`config.mk`:
```
export PLATFORM = sky130hd
export DESIGN_NAME = addrdecode_skid
export DESIGN_NICKNAME = d
export VERILOG_FILES = /design/src/rtl/addrdecode_skid_pkg.sv /design/src/rtl/addrdecode_skid_skidbuffer.sv /design/src/rtl/addrdecode_skid.sv
export SDC_FILE = /design/constraint.sdc
export NUM_CORES = 1
export LEC_CHECK = 0
export BUFFER_PORTS_ARGS = -buffer_cell sky130_fd_sc_hd__clkbuf_2
export CAP_MARGIN = 15
export CORE_MARGIN = 3
export CORE_UTILIZATION = 37
export CTS_BUF_LIST = sky130_fd_sc_hd__clkbuf_8 sky130_fd_sc_hd__clkbuf_16
export DETAILED_ROUTE_END_ITERATION = 6
export PLACE_DENSITY = 0.56
export SETUP_SLACK_MARGIN = 0.05
export SYNTH_ARGS = -nofsm -noshare
export SYNTH_HDL_FRONTEND = slang
export SYNTH_HIERARCHICAL = 1
export SYNTH_SLANG_ARGS = --single-unit
```
`constraint.sdc`:
```
create_clock -name i_clk -period 3.5 [get_ports i_clk]
set_clock_uncertainty 0.15 [all_clocks]
set_input_delay 0.35 -clock i_clk [delete_from_list [all_inputs] [get_ports i_clk]]
set_output_delay 0.35 -clock i_clk [all_outputs]
set_load 0.01 [all_outputs]
```
`src/rtl/addrdecode_skid_pkg.sv`:
```
// Shared definitions for the address decoder with skid buffer.
//
// Contents:
//   TABLE_W            - widest NS*AW the default table generators cover
//   decode_width()     - width of the one-hot decode vector (NS slaves + "no slave")
//   default_slave_addr - default base table: slave k at k << (AW-3)
//   default_slave_mask - default mask table: top three address bits per slave
package addrdecode_skid_pkg;

    localparam int TABLE_W = 1024;

    // One bit per slave plus a trailing "no slave matched" bit.
    function automatic int decode_width(input int ns);
        return ns + 1;
    endfunction

    function automatic logic [TABLE_W-1:0] default_slave_addr(input int ns, input int aw);
        logic [TABLE_W-1:0] tbl;
        logic [TABLE_W-1:0] field;
        tbl   = '0;
        field = (TABLE_W'(1) << aw) - TABLE_W'(1);
        for (int k = 0; k < ns; k++) begin
            // Keep each base inside its own AW-wide slot.
            tbl = tbl | (((TABLE_W'(k) << (aw - 3)) & field) << (k * aw));
        end
        return tbl;
    endfunction

    function automatic logic [TABLE_W-1:0] default_slave_mask(input int ns, input int aw);
        logic [TABLE_W-1:0] tbl;
        tbl = '0;
        for (int k = 0; k < ns; k++) begin
            tbl = tbl | ((TABLE_W'(7) << (aw - 3)) << (k * aw));
        end
        return tbl;
    endfunction

endpackage

```
`src/rtl/addrdecode_skid_skidbuffer.sv`:
```
// One-entry holding register used when the output stage is stalled.
//
// Ports:
//   clk, rst  - clock and asynchronous active-high reset
//   load      - capture entry_in (only ever asserted while empty)
//   unload    - release the held entry to the output stage
//   entry_in  - packed {decode, addr, data} to hold
//   full      - entry occupied
//   entry     - held entry (zero while empty when OPT_LOWPOWER is set)
module skidbuffer #(
    parameter int W            = 8,
    parameter bit OPT_LOWPOWER = 1'b0
) (
    input  logic         clk,
    input  logic         rst,
    input  logic         load,
    input  logic         unload,
    input  logic [W-1:0] entry_in,
    output logic         full,
    output logic [W-1:0] entry
);

    always_ff @(posedge clk or posedge rst) begin
        if (rst) begin
            full  <= 1'b0;
            entry <= '0;
        end else if (load) begin
            full  <= 1'b1;
            entry <= entry_in;
        end else if (unload) begin
            full <= 1'b0;
            if (OPT_LOWPOWER) begin
                entry <= '0;
            end
        end
    end

endmodule

```
`src/rtl/addrdecode_skid.sv`:
```
// Address decoder with a registered output stage and a one-entry skid buffer.
// Each accepted request is decoded to a one-hot slave select (bit NS means no
// slave matched) and presented downstream one cycle later together with its
// address and payload.
//
// Handshake: upstream transfers when i_valid && !o_stall; downstream transfers
// when o_valid && !i_stall. o_stall is the skid-occupied flag, so it is a
// registered signal and the skid can always absorb the one request accepted
// in the cycle the output stage becomes blocked.
//
// Ports:
//   i_clk, i_reset   - clock, asynchronous active-high reset
//   i_valid, o_stall - upstream request / stall
//   i_addr, i_data   - request address / payload
//   o_valid, i_stall - downstream valid / stall
//   o_decode         - one-hot slave select, NS+1 bits
//   o_addr, o_data   - registered address / payload
//   i_clear          - synchronous clear of the miss counter
//   o_miss_count     - saturating count of no-slave transfers leaving the output
module addrdecode_skid
    import addrdecode_skid_pkg::*;
#(
    parameter int              NS             = 8,
    parameter int              AW             = 32,
    parameter int              DW             = 32,
    parameter logic [NS*AW-1:0] SLAVE_ADDR    = (NS*AW)'(default_slave_addr(NS, AW)),
    parameter logic [NS*AW-1:0] SLAVE_MASK    = (NS*AW)'(default_slave_mask(NS, AW)),
    parameter logic [NS-1:0]   ACCESS_ALLOWED = {NS{1'b1}},
    parameter bit              OPT_LOWPOWER   = 1'b0,
    parameter int              CW             = 16
) (
    input  logic                        i_clk,
    input  logic                        i_reset,
    input  logic                        i_valid,
    output logic                        o_stall,
    input  logic [AW-1:0]               i_addr,
    input  logic [DW-1:0]               i_data,
    output logic                        o_valid,
    input  logic                        i_stall,
    output logic [decode_width(NS)-1:0] o_decode,
    output logic [AW-1:0]               o_addr,
    output logic [DW-1:0]               o_data,
    input  logic                        i_clear,
    output logic [CW-1:0]               o_miss_count
);

    localparam int DECW = decode_width(NS);
    localparam int EW   = DECW + AW + DW;

    logic [NS-1:0]   slave_hit;
    logic [DECW-1:0] in_decode;
    logic            found;
    logic            accept;
    logic            out_ready;
    logic            skid_full;
    logic            skid_load;
    logic            skid_unload;
    logic [EW-1:0]   in_entry;
    logic [EW-1:0]   skid_entry;
    logic [CW-1:0]   miss_count;

    // Per-slave address match, gated by the access table.
    always_comb begin
        slave_hit = '0;
        for (int k = 0; k < NS; k++) begin
            slave_hit[k] = (((i_addr ^ SLAVE_ADDR[k*AW +: AW]) & SLAVE_MASK[k*AW +: AW]) == '0)
                           && ACCESS_ALLOWED[k];
        end
    end

    // Lowest matching index wins; no match selects the trailing bit.
    always_comb begin
        in_decode = '0;
        found     = 1'b0;
        for (int k = 0; k < NS; k++) begin
            if (!found && slave_hit[k]) begin
                in_decode[k] = 1'b1;
                found        = 1'b1;
            end
        end
        in_decode[NS] = !found;
    end

    assign accept      = i_valid && !o_stall;
    assign out_ready   = !o_valid || !i_stall;
    assign in_entry    = {in_decode, i_addr, i_data};
    // New request goes to the skid only when the output stage cannot take it.
    assign skid_load   = accept && !out_ready;
    assign skid_unload = skid_full && out_ready;

    skidbuffer #(
        .W            (EW),
        .OPT_LOWPOWER (OPT_LOWPOWER)
    ) u_skid (
        .clk      (i_clk),
        .rst      (i_reset),
        .load     (skid_load),
        .unload   (skid_unload),
        .entry_in (in_entry),
        .full     (skid_full),
        .entry    (skid_entry)
    );

    assign o_stall = skid_full;

    // Output stage: the skid entry is older than anything on the input, so it
    // always loads first. While the skid is full no input is accepted.
    always_ff @(posedge i_clk or posedge i_reset) begin
        if (i_reset) begin
            o_decode <= '0;
            o_addr   <= '0;
            o_data   <= '0;
        end else if (out_ready) begin
            if (skid_full) begin
                {o_decode, o_addr, o_data} <= skid_entry;
            end else if (accept) begin
                {o_decode, o_addr, o_data} <= in_entry;
            end else begin
                o_decode <= '0;
                if (OPT_LOWPOWER) begin
                    o_addr <= '0;
                    o_data <= '0;
                end
            end
        end
    end

    // A loaded decode is always one-hot, an empty stage is all zero.
    assign o_valid = |o_decode;

    always_ff @(posedge i_clk or posedge i_reset) begin
        if (i_reset) begin
            miss_count <= '0;
        end else if (i_clear) begin
            miss_count <= '0;
        end else if (o_valid && !i_stall && o_decode[NS] && !(&miss_count)) begin
            miss_count <= miss_count + CW'(1);
        end
    end

    assign o_miss_count = miss_count;

endmodule

```
==> results.sh <==
export IMPL_ir_drop_mv=0.588
export IMPL_met2_length_um=12600
export IMPL_cp_cell_sequence="nor4_4 -> buf_4 -> nand2_1 -> nor2_1 -> inv_1 -> nand2_1 -> nor2_4 -> buf_12 -> mux2_4"
export IMPL_fmax_mhz=411
export IMPL_core_area_um2=23100
export IMPL_ys_types=45
export IMPL_worstMarginPinSlew_ps=949
export IMPL_yosys_area_top_type_share=0.460
export IMPL_met3_length_um=1250
export IMPL_worstSetupPathDepth=9
export IMPL_synth_common_cells="dfrtp_1 (163), clkbuf_1 (61), nor2_1 (60)"
export IMPL_fin_ws_ps=1070
export IMPL_hold_depth=2
export IMPL_p_per_area_nw_per_um2=1010
export IMPL_clk_pin_slew_ps=70
export IMPL_synth_edff_count=0
export IMPL_synth_top_family_by_area="compound AO/OA/AOI/OAI gates"
export IMPL_detail_route_wl_per_cell_um=20.9
export IMPL_synth_seq_cells=163
export IMPL_r2r_cells=9
export IMPL_postSynthAreaPerCell_um2=10.5
export IMPL_hold_buffers=5
export IMPL_syn_area_um2=8860
export IMPL_routed_via_density=5.81
export IMPL_synth_main_ff_cell="dfrtp_1"
export IMPL_max_stage_delay_ps=420
export IMPL_row_count=55
export IMPL_cts_tree="built"
export IMPL_crit_start="o_decode[5]"
export IMPL_synth_top_cell_by_area="dfrtp_1"
export IMPL_period_share=0.695
export IMPL_period_needed_ps=2430
export IMPL_io_buffer_count=159
export IMPL_synthTopCellsByArea="dfrtp_1 (46%), mux2_4 (10%), o32a_1 (4.6%)"
export IMPL_first_iter_violations=552
export IMPL_die_x_um=161
export IMPL_synthSimpleGateAreaFrac=0.141
export IMPL_cts_resized_gates=0
export IMPL_crit_buf_inv=3
export IMPL_gp_congestion=0.727
export IMPL_hold_class="input pin to flip-flop"
export IMPL_tns_ps=0
export IMPL_p_leak_nw=4.52
export IMPL_cts_setup_buffers=0
export IMPL_postRouteAntennaNets=0
export IMPL_antenna_found_initial=0
export IMPL_grt_overflow_total=0
export IMPL_synth_nets=910
export IMPL_grt_pass1_vias=7464
export IMPL_fin_cells=1294
export IMPL_regToRegStartpoint="o_decode[5]"
export IMPL_synth_adder_area_share=0.00141
export IMPL_track_usage=0.210
export IMPL_seq_area_frac_synth=0.460
export IMPL_dp_hpwl_um=16400
export IMPL_die_area_um2=25800
export IMPL_start_util=0.384
export IMPL_critPathKind="flip-flop to flip-flop"
export IMPL_wl_met1_um=12800
export IMPL_areaGrowthSynthToFinish_pct=19.7
export IMPL_design_portCount=160
export IMPL_required_ps=3670
export IMPL_clockBufferDepth=2
export IMPL_synthMuxAreaShare=0.125
export IMPL_clock_latency_ps=440
export IMPL_cts_sinks=163
export IMPL_firstDrtPassIters=5
export IMPL_maxCapViolCount=0
export IMPL_dp_slack_ps=1080
export IMPL_maxSlewHeadroom=0.366
export IMPL_layout_drive_gt1_share=0.312
export IMPL_synth_compound_area_frac=0.225
export IMPL_finalMaxSlewViolations=0
export IMPL_totalWireLength_um=27000
export IMPL_async_flop_share=1.00
export IMPL_die_height_um=161
export IMPL_routed_top_layer="met4"
export IMPL_rsz0062_at_grt="no"
export IMPL_vias=7514
export IMPL_grt_max_degree=76
export IMPL_drc_errors=0
export IMPL_layout_nets=1038
export IMPL_crit_family="simple AND/OR/NAND/NOR gates"
export IMPL_htree_levels=4
export IMPL_ys_warn_count=6
export IMPL_syn_inst=840
export IMPL_root_buffer="clkbuf_16"
export IMPL_yosys_area_share_xor_xnor=0
export IMPL_start_kind="flip-flop"
export IMPL_crit_arrival_ps=2600
export IMPL_finalSetupViolCount=0
export IMPL_yosysMostFrequentCell="dfrtp_1"
export IMPL_place_inst=1257
export IMPL_hp_start="i_data[2]"
export IMPL_fill_cells=2246
export IMPL_critPathMaxFanout=33
export IMPL_cts_buffers=17
export IMPL_finalHoldViolations=0
export IMPL_status="completed"
export IMPL_worst_path_max_delay_cell="dfrtp_1"
export IMPL_path_common_cell="nand2_1"
export IMPL_grt_pass1_wl_um=43500
export IMPL_endpoint_kind="flip-flop"
export IMPL_n_antenna_cell=0
==> cell type report <==
cell class / count / area, µm² / share of cell area
clock buffers: 17 / 425 / 0.0401
clock inverters: 15 / 158 / 0.0149
inverters: 11 / 45.0 / 0.00425
multi-input cells: 584 / 4400 / 0.414
flip-flops and latches: 163 / 4080 / 0.384
well taps: 313 / 392 / 0.0369
repair buffers: 191 / 1110 / 0.105
==> cells by family after synthesis <==
logic type	after synthesis
compound gates	251
flops	163
simple gates	252
mux	79
fa+ha+maj	1
buf+inv	93
other cells	1
==> state kept, by name, summed over array words and instances (netlist names) <==
| name | count |
|---|---|
| o_decode | 9 |
| u_skid/entry | 73 |
| o_addr | 32 |
| u_skid/full | 1 |
| o_miss_count | 16 |
| o_data | 32 |
==> routing by layer <==
metal	global-route usage	vias to the layer above
met5	0	-
met1	0.304	3780
li1	-	3499
met3	0.0371	22
met4	0.0548	0
met2	0.325	213
==> power by group <==
| group | internal [mW] | switching [mW] | total (mW) |
|---|---|---|---|
| registers | 2.79 | 0.767 | 3.56 |
| clock network | 0.960 | 0.922 | 1.88 |
| logic | 2.32 | 2.96 | 5.28 |
==> worst register-to-register path: cells and delay by family, from the launching register on <==
kind	cells	cell delay, ps
muxes	1	370
buffers and inverters	3	540
and+or+nand+nor	5	860
DFF	1	420
==> cell usage in the layout (no fill, tap or decap), types with 3 or more instances in the layout <==
cell type        n
nor2_1          58
or3_1           45
dfrtp_1        163
o221ai_1        20
nand2b_1         5
a21oi_1         16
or4_1            7
a2bb2oi_1        3
buf_4           23
clkbuf_16       17
nor2b_1          4
nand2_1         58
nor4_1           6
mux2_2          19
dlygate4sd3_1    5
nand4_1          3
nor3_1          48
o211ai_1        41
inv_1            8
clkbuf_2       158
o21ai_0         12
o22ai_1          3
nand3_1          6
a211o_1         41
inv_8            6
o32a_1          41
a22oi_1         21
inv_6            4
o31ai_1         49
mux2_4          59
buf_12           5
==> worst paths after layout <==
| check | to | slack (ps) |
|---|---|---|
| max in group asynchronous | u_skid/entry[6] | 1920 |
| hold reg to reg | u_skid/entry[52] | 370 |
| setup reg to reg | u_skid/entry[13] | 1070 |
| hold / removal | u_skid/entry[2] | 20 |
| setup / recovery | u_skid/entry[13] | 1070 |
| min in group asynchronous | o_data[26] | 260 |
==> metrics by stage <==
stage	utilization	total power, mW	area (µm²)	hold WS (ps)
CTS	0.460	10.8	10600	0.609
floorplan	-	7.08	8860	332
global placement	0.433	8.78	9980	157
finish	0.460	10.7	10600	20.1
detailed placement	0.433	8.85	9980	166
global route	0.460	11.4	10600	4.91
No activity file was read; power rests on OpenSTA's default activity.
